<file path="src/rtl/tetris_pkg.sv">
// Shared types and dimensions for the tetromino datapath: sequencer state,
// checker request modes, coordinate widths and board size.
package tetris_pkg;

    typedef enum logic [2:0] {
        S_IDLE  = 3'd0,
        S_SPAWN = 3'd1,
        S_WAIT  = 3'd2,
        S_ISSUE = 3'd3,
        S_CHECK = 3'd4,
        S_LOCK  = 3'd5,
        S_OVER  = 3'd6
    } seq_state_t;

    typedef enum logic [1:0] {
        CHK_GRAV  = 2'd0,
        CHK_LEFT  = 2'd1,
        CHK_RIGHT = 2'd2
    } chk_mode_t;

    localparam int X_W   = 5;
    localparam int Y_W   = 6;
    localparam int BLK_W = 3;
    localparam int ROT_W = 2;

    localparam int BOARD_W = 10;
    localparam int BOARD_H = 24;

endpackage

</file>
<file path="src/rtl/gravity_timer.sv">
// Free-running gravity divider: counts enabled cycles and pulses wrap_o on the
// last count. PIECE_SEQ_SOFT_DROP_EN adds key_down_i, which shortens the period to GRAVITY_DIV/8.
module gravity_timer
    import tetris_pkg::*;
#(
    parameter int GRAVITY_DIV = 25_000_000
)
(
    input  logic clk,
    input  logic reset,
    input  logic clr_i,
    input  logic en_i,
`ifdef PIECE_SEQ_SOFT_DROP_EN
    input  logic key_down_i,
`endif
    output logic wrap_o
);

    localparam int CNT_W = $clog2(GRAVITY_DIV);
    localparam logic [CNT_W-1:0] LAST_NORM = CNT_W'(GRAVITY_DIV - 1);
`ifdef PIECE_SEQ_SOFT_DROP_EN
    localparam logic [CNT_W-1:0] LAST_SOFT = CNT_W'(GRAVITY_DIV / 8 - 1);
`endif

    logic [CNT_W-1:0] cnt_q, cnt_d;
    logic [CNT_W-1:0] last;

    // A >= compare lets a switch to the short period wrap on the next cycle
    // even when the count is already past the new limit.
    always_comb begin
`ifdef PIECE_SEQ_SOFT_DROP_EN
        last = key_down_i ? LAST_SOFT : LAST_NORM;
`else
        last = LAST_NORM;
`endif
        wrap_o = en_i && (cnt_q >= last);
        cnt_d  = cnt_q;
        if (clr_i || wrap_o) begin
            cnt_d = '0;
        end else if (en_i) begin
            cnt_d = cnt_q + 1'b1;
        end
    end

    always_ff @(posedge clk or posedge reset) begin
        if (reset) begin
            cnt_q <= '0;
        end else begin
            cnt_q <= cnt_d;
        end
    end

endmodule

</file>
<file path="src/rtl/piece_sequencer.sv">
// Active-piece sequencer: spawn, gravity, left/right moves and lock, driving the
// collision checker one request at a time. PIECE_SEQ_SOFT_DROP_EN adds a key_down soft-drop input.
module piece_sequencer
    import tetris_pkg::*;
#(
    parameter int GRAVITY_DIV = 25_000_000,
    parameter int SPAWN_X     = 4,
    parameter int SPAWN_Y     = 0
)
(
    input  logic             clk,
    input  logic             reset,
    input  logic             start,
    input  logic             key_left,
    input  logic             key_right,
`ifdef PIECE_SEQ_SOFT_DROP_EN
    input  logic             key_down,
`endif
    input  logic [BLK_W-1:0] next_block,
    output logic             chk_en,
    output logic             chk_left,
    output logic             chk_right,
    input  logic [X_W-1:0]   chk_x_in,
    input  logic [Y_W-1:0]   chk_y_in,
    input  logic             chk_collision,
    input  logic             chk_done,
    output logic [X_W-1:0]   piece_x,
    output logic [Y_W-1:0]   piece_y,
    output logic [BLK_W-1:0] piece_block,
    output logic [ROT_W-1:0] piece_rot,
    output logic             lock_req,
    input  logic             lock_ack,
    output logic             game_over,
    output logic [2:0]       dbg_state
);

    seq_state_t       state_q, state_d;
    chk_mode_t        mode_q, mode_d;
    logic [X_W-1:0]   x_q, x_d;
    logic [Y_W-1:0]   y_q, y_d;
    logic [BLK_W-1:0] blk_q, blk_d;
    logic [ROT_W-1:0] rot_q, rot_d;
    logic             grav_pend_q, grav_pend_d;
    logic             lft_pend_q, lft_pend_d;
    logic             rgt_pend_q, rgt_pend_d;
    logic             active, grav_wrap;

    assign active = (state_q == S_WAIT) || (state_q == S_ISSUE) || (state_q == S_CHECK);

    gravity_timer #(.GRAVITY_DIV(GRAVITY_DIV)) u_gravity_timer (
        .clk        (clk),
        .reset      (reset),
        .clr_i      (state_q == S_SPAWN),
        .en_i       (active),
`ifdef PIECE_SEQ_SOFT_DROP_EN
        .key_down_i (key_down),
`endif
        .wrap_o     (grav_wrap)
    );

    // Checker handshake: chk_en is held with all checker inputs stable until
    // chk_done is sampled high; that same edge commits the result and ends the request.
    always_comb begin
        state_d     = state_q;
        mode_d      = mode_q;
        x_d         = x_q;
        y_d         = y_q;
        blk_d       = blk_q;
        rot_d       = rot_q;
        grav_pend_d = grav_pend_q;
        lft_pend_d  = lft_pend_q;
        rgt_pend_d  = rgt_pend_q;

        unique case (state_q)
            S_IDLE, S_OVER: if (start) state_d = S_SPAWN;
            S_SPAWN: begin
                blk_d       = next_block;
                x_d         = X_W'(SPAWN_X);
                y_d         = Y_W'(SPAWN_Y);
                rot_d       = '0;
                lft_pend_d  = 1'b0;
                rgt_pend_d  = 1'b0;
                grav_pend_d = 1'b1;
                state_d     = S_WAIT;
            end
            S_WAIT: begin
                if (grav_pend_q) begin
                    grav_pend_d = 1'b0;
                    mode_d      = CHK_GRAV;
                    state_d     = S_ISSUE;
                end else if (lft_pend_q) begin
                    lft_pend_d = 1'b0;
                    mode_d     = CHK_LEFT;
                    state_d    = S_ISSUE;
                end else if (rgt_pend_q) begin
                    rgt_pend_d = 1'b0;
                    mode_d     = CHK_RIGHT;
                    state_d    = S_ISSUE;
                end
            end
            S_ISSUE: state_d = S_CHECK;
            S_CHECK: begin
                if (chk_done) begin
                    if (mode_q != CHK_GRAV) begin
                        x_d     = chk_x_in;
                        state_d = S_WAIT;
                    end else if (!chk_collision) begin
                        y_d     = chk_y_in;
                        state_d = S_WAIT;
                    end else if (y_q == Y_W'(SPAWN_Y)) begin
                        state_d = S_OVER;
                    end else begin
                        state_d = S_LOCK;
                    end
                end
            end
            S_LOCK: if (lock_ack) state_d = S_SPAWN;
            default: state_d = S_IDLE;
        endcase

        // New requests are applied after selection so a same-cycle event re-arms the bit.
        if (grav_wrap) grav_pend_d = 1'b1;
        if (active && key_left && !key_right) lft_pend_d = 1'b1;
        if (active && key_right && !key_left) rgt_pend_d = 1'b1;
    end

    always_ff @(posedge clk or posedge reset) begin
        if (reset) begin
            state_q     <= S_IDLE;
            mode_q      <= CHK_GRAV;
            x_q         <= '0;
            y_q         <= '0;
            blk_q       <= '0;
            rot_q       <= '0;
            grav_pend_q <= 1'b0;
            lft_pend_q  <= 1'b0;
            rgt_pend_q  <= 1'b0;
        end else begin
            state_q     <= state_d;
            mode_q      <= mode_d;
            x_q         <= x_d;
            y_q         <= y_d;
            blk_q       <= blk_d;
            rot_q       <= rot_d;
            grav_pend_q <= grav_pend_d;
            lft_pend_q  <= lft_pend_d;
            rgt_pend_q  <= rgt_pend_d;
        end
    end

    assign chk_en      = (state_q == S_CHECK);
    assign chk_left    = (state_q == S_ISSUE || state_q == S_CHECK) && (mode_q == CHK_LEFT);
    assign chk_right   = (state_q == S_ISSUE || state_q == S_CHECK) && (mode_q == CHK_RIGHT);
    assign lock_req    = (state_q == S_LOCK);
    assign game_over   = (state_q == S_OVER);
    assign piece_x     = x_q;
    assign piece_y     = y_q;
    assign piece_block = blk_q;
    assign piece_rot   = rot_q;
    assign dbg_state   = state_q;

endmodule

</file>
<file path="config.mk">
export PLATFORM = sky130hd
export DESIGN_NAME = piece_sequencer
export DESIGN_NICKNAME = d
export VERILOG_FILES = /design/src/rtl/tetris_pkg.sv /design/src/rtl/gravity_timer.sv /design/src/rtl/piece_sequencer.sv
export SDC_FILE = /design/constraint.sdc
export NUM_CORES = 1
export LEC_CHECK = 0
export CORE_MARGIN = 1.5
export CORE_UTILIZATION = 38
export CTS_CLUSTER_SIZE = 20
export DETAILED_ROUTE_END_ITERATION = 6
export PLACE_DENSITY_LB_ADDON = 0.1
export SKIP_LAST_GASP = 1
export SLEW_MARGIN = 25
export SYNTH_ARGS = -nofsm -noshare
export SYNTH_HDL_FRONTEND = slang
export SYNTH_SLANG_ARGS = --single-unit
</file>
<file path="constraint.sdc">
create_clock -name clk -period 2.1 [get_ports clk]
set_input_delay 0.315 -clock clk [delete_from_list [all_inputs] [get_ports clk]]
set_output_delay 0.315 -clock clk [all_outputs]
set_load 0.02 [all_outputs]
</file>
==> results_dict.tcl <==
set metrics [dict create \
    clock_sinks 47 \
    grt_max_degree 29 \
    post-synth-top-count-cell "dfrtp_1" \
    ctsRootBufferMaster "clkbuf_8" \
    combPwrFrac 0.468 \
    finalCriticalPeriod_ps 2076 \
    gr-total-overflow 0 \
    grt_util_all_layers 0.1856 \
    hold_viol 0 \
    syn_inst 287 \
    slowest_delay_ps 470 \
    core_um2 6459 \
    cp-endpoint "u_gravity_timer.cnt_q[9]$_DFFE_PP0P_" \
    rsz0062_at_grt "true" \
    grt_pass1_vias 2243 \
    crit_family "buffers and inverters" \
    dieArea_um2 7303 \
    reg2reg_to "u_gravity_timer.cnt_q[9]$_DFFE_PP0P_" \
    drc_errors 2 \
    synth_top_cell_area_share 0.4552 \
    antenna_found_initial 0 \
    worst_path_max_delay_cell "a2111oi_1" \
    rr_worst_depth 7 \
    cp-start-kind "flip-flop" \
    power_switching_uw 1429 \
    cts_buffers 5 \
    cp.depth 7 \
    maxSlewHeadroom 0.4508 \
    die_y_um 85.46 \
    finalSetupViolCount 0 \
    synth.largest_area_cell "dfrtp_1" \
    dr.first_iter.drc_count 126 \
    cts.clk_slew.worst_paths_ps 100 \
    synth-seq-area-share 0.4552 \
    port_buffers 43 \
    clk_latency_ps 310 \
    worstPathArrival_ps 2260 \
    drtAntennaViolNets 0 \
    status "finished with violations" \
    yosys_warnings 0 \
    synthFlopType "dfrtp_1" \
    cpMostUsedCell "buf_4" \
    antenna_cells 0 \
    synthArstFlopShare 1.000 \
    layout-drive-gt1-share 0.1905 \
    clkPwrFrac 0.172 \
    finalNonFillerCells 434 \
    fin_crit_sh 0.9884 \
    drv_slew 0 \
    synth.area.top_cells "dfrtp_1, nand2_1, o21ai_0, a211oi_1, or4_1" \
    cp_max_fo 5 \
    worstSetupEndpointType "flip-flop" \
    path_buf_inv 3 \
    p_leak_uw 0.001474 \
    pwr_density_cell_nw_per_um2 1010 \
    clk_path_buf_depth 2 \
    path_class "flip-flop to flip-flop" \
    area_growth_pct 36.56 \
    switching_share 0.4009 \
    rows 29 \
    globalRouteMet2Util 0.3014 \
    synth_area_um2 2584 \
    r2r_start "dbg_state[2]$_DFFE_PP0P_" \
    placed_cells 421 \
    synth_cell_types 50 \
    worstMarginPinSlew_ps 820.0 \
    synth.avg_cell_area_um2 9.003 \
    pwr-share-seq 0.360 \
    grtUsageMet3 0.03113 \
    timing.fmax_mhz 481.8 \
    path_cells "or3b_4, buf_4, buf_4, a2111oi_1, buf_4, xnor2_1, nor3_1" \
    grt_util_met1 0.2545 \
    hold_path.class "primary input to async pin" \
    routed_wl_um 6958 \
    cp-startpoint "dbg_state[2]$_DFFE_PP0P_" \
    top_usage_layer "met2" \
    internal_power_uw 2136 \
    cap_violations 0 \
    finClkSkew_ps 20.21 \
    htreeDepth 2 \
    drtPass1Iterations 6 \
    fin_util 0.5463 \
    nets 379 \
    viasPerCell 5.592 \
    reg2reg_slack_ps 20 \
    crit_required_ps 2290 \
    grt_pass1_wl_um 10830 \
    hpwl_um 4629 \
    yosys_register_bits 47 \
    ios 46 \
    dieWidth_um 85.46 \
    synth_common_cells "dfrtp_1, nand2_1, o21ai_0, a211oi_1, clkbuf_1" \
    cts_tree "yes" \
    violations "DRC" \
    synth-edff-count 0 \
    peakVddDrop_mv 0.3923 \
    start_util 0.4000 \
    vias 2427 \
    gp_congestion 0.8070 \
    post_drt_wl_per_cell_um 16.03 \
]
stage by stage:
step	hold slack (ps)	cell area (um2)	total power (uW)	setup TNS, ps	setup slack, ps
finish	317.2	3528	3565	0	24.37
floorplan	420.4	2601	2223	0	3.162
detailed placement	464.7	3303	2922	-44.30	-27.35
CTS	349.8	3413	3536	-41.36	-41.36
global route	390.4	3528	3818	-453.7	-70.94
global placement	457.9	3303	2911	0	29.27
how the worst min path moves through the flow:
stage                                     startpoint  slack [ps]                               endpoint  cells after the start
after floorplan                        next_block[0]         420             piece_block[0]$_DFFE_PP0P_                      2
after global placement    piece_block[2]$_DFFE_PP0P_         460             piece_block[2]$_DFFE_PP0P_                      2
after detailed placement  piece_block[1]$_DFFE_PP0P_         460             piece_block[1]$_DFFE_PP0P_                      2
after CTS                                      reset         350  u_gravity_timer.cnt_q[20]$_DFFE_PP0P_                      2
after global routing                           reset         390  u_gravity_timer.cnt_q[20]$_DFFE_PP0P_                      2
final                                          reset         320  u_gravity_timer.cnt_q[20]$_DFFE_PP0P_                      2
cells in the final DEF, fill, tap and decap left out, drive strengths merged, types with 2 or more instances in the layout:
cell type and instances:
o31ai 10, xor2 4, a21oi 4, nor3 11, a31oi 2, nand2b 7
nand3 9, clkdlybuf4s50 38, clkbuf 9, a2111oi 2, dfrtp 47, and2 4
xnor2 3, nor3b 5, a21o 3, o311ai 2, a211oi 17, o21ai 27
and3 4, or4 12, buf 35, or3 8, conb 2, nor4b 2
nor2 11, nand4 3, nor2b 5, nand2 40, dlygate4sd2 2, inv 9
power groups by stage:
stage                     clock network [uW]  logic (uW)  registers, uW
after floorplan                            0         795           1430
after global placement                     0        1620           1290
final                                    614        1670           1280
after detailed placement                   0        1630           1290
after CTS                                626        1640           1270
after global routing                     668        1840           1310
metal layers:
layer / share of wire / wire length, um
met5: 0 / 0
met3: 0.038 / 263
met1: 0.48 / 3365
met2: 0.47 / 3253
met4: 0.011 / 76
cell families after synthesis:
group                    Yosys count  synth area share
buffers and inverters             27           0.04358
XOR/XNOR                           7           0.02373
flip-flops                        47            0.4552
other                              1          0.001451
multiplexers                       2          0.008232
AND/OR/NAND/NOR                  124            0.2581
AO/OA/AOI/OAI                     78            0.2048
adder cells (fa/ha/maj)            1          0.004842
timing repair:
item,in CTS,in global routing
endpoints found under the setup margin,7,14
hold buffers,0,0
gates cloned,0,2
setup buffers,0,3
pin swaps,0,5
resized for setup,9,21
cell type report:
| type | instances | area, um2 |
|---|---|---|
| Clock buffer | 7 | 96.34 |
| Clock inverter | 1 | 7.507 |
| Fill cell | 605 | 2930 |
| Inverter | 9 | 36.28 |
| Multi-Input combinational cell | 214 | 1378 |
| Sequential cell | 47 | 1176 |
| Tap cell | 77 | 96.34 |
| Timing Repair Buffer | 79 | 738.2 |
state kept, by name, indices dropped and copies added (netlist names):
name                   flops
rgt_pend_q                 1
grav_pend_q                1
piece_y                    6
mode_q                     2
lft_pend_q                 1
piece_x                    5
u_gravity_timer.cnt_q     25
dbg_state                  3
piece_block                3
Note: power is estimated with default switching activity, not from simulation.
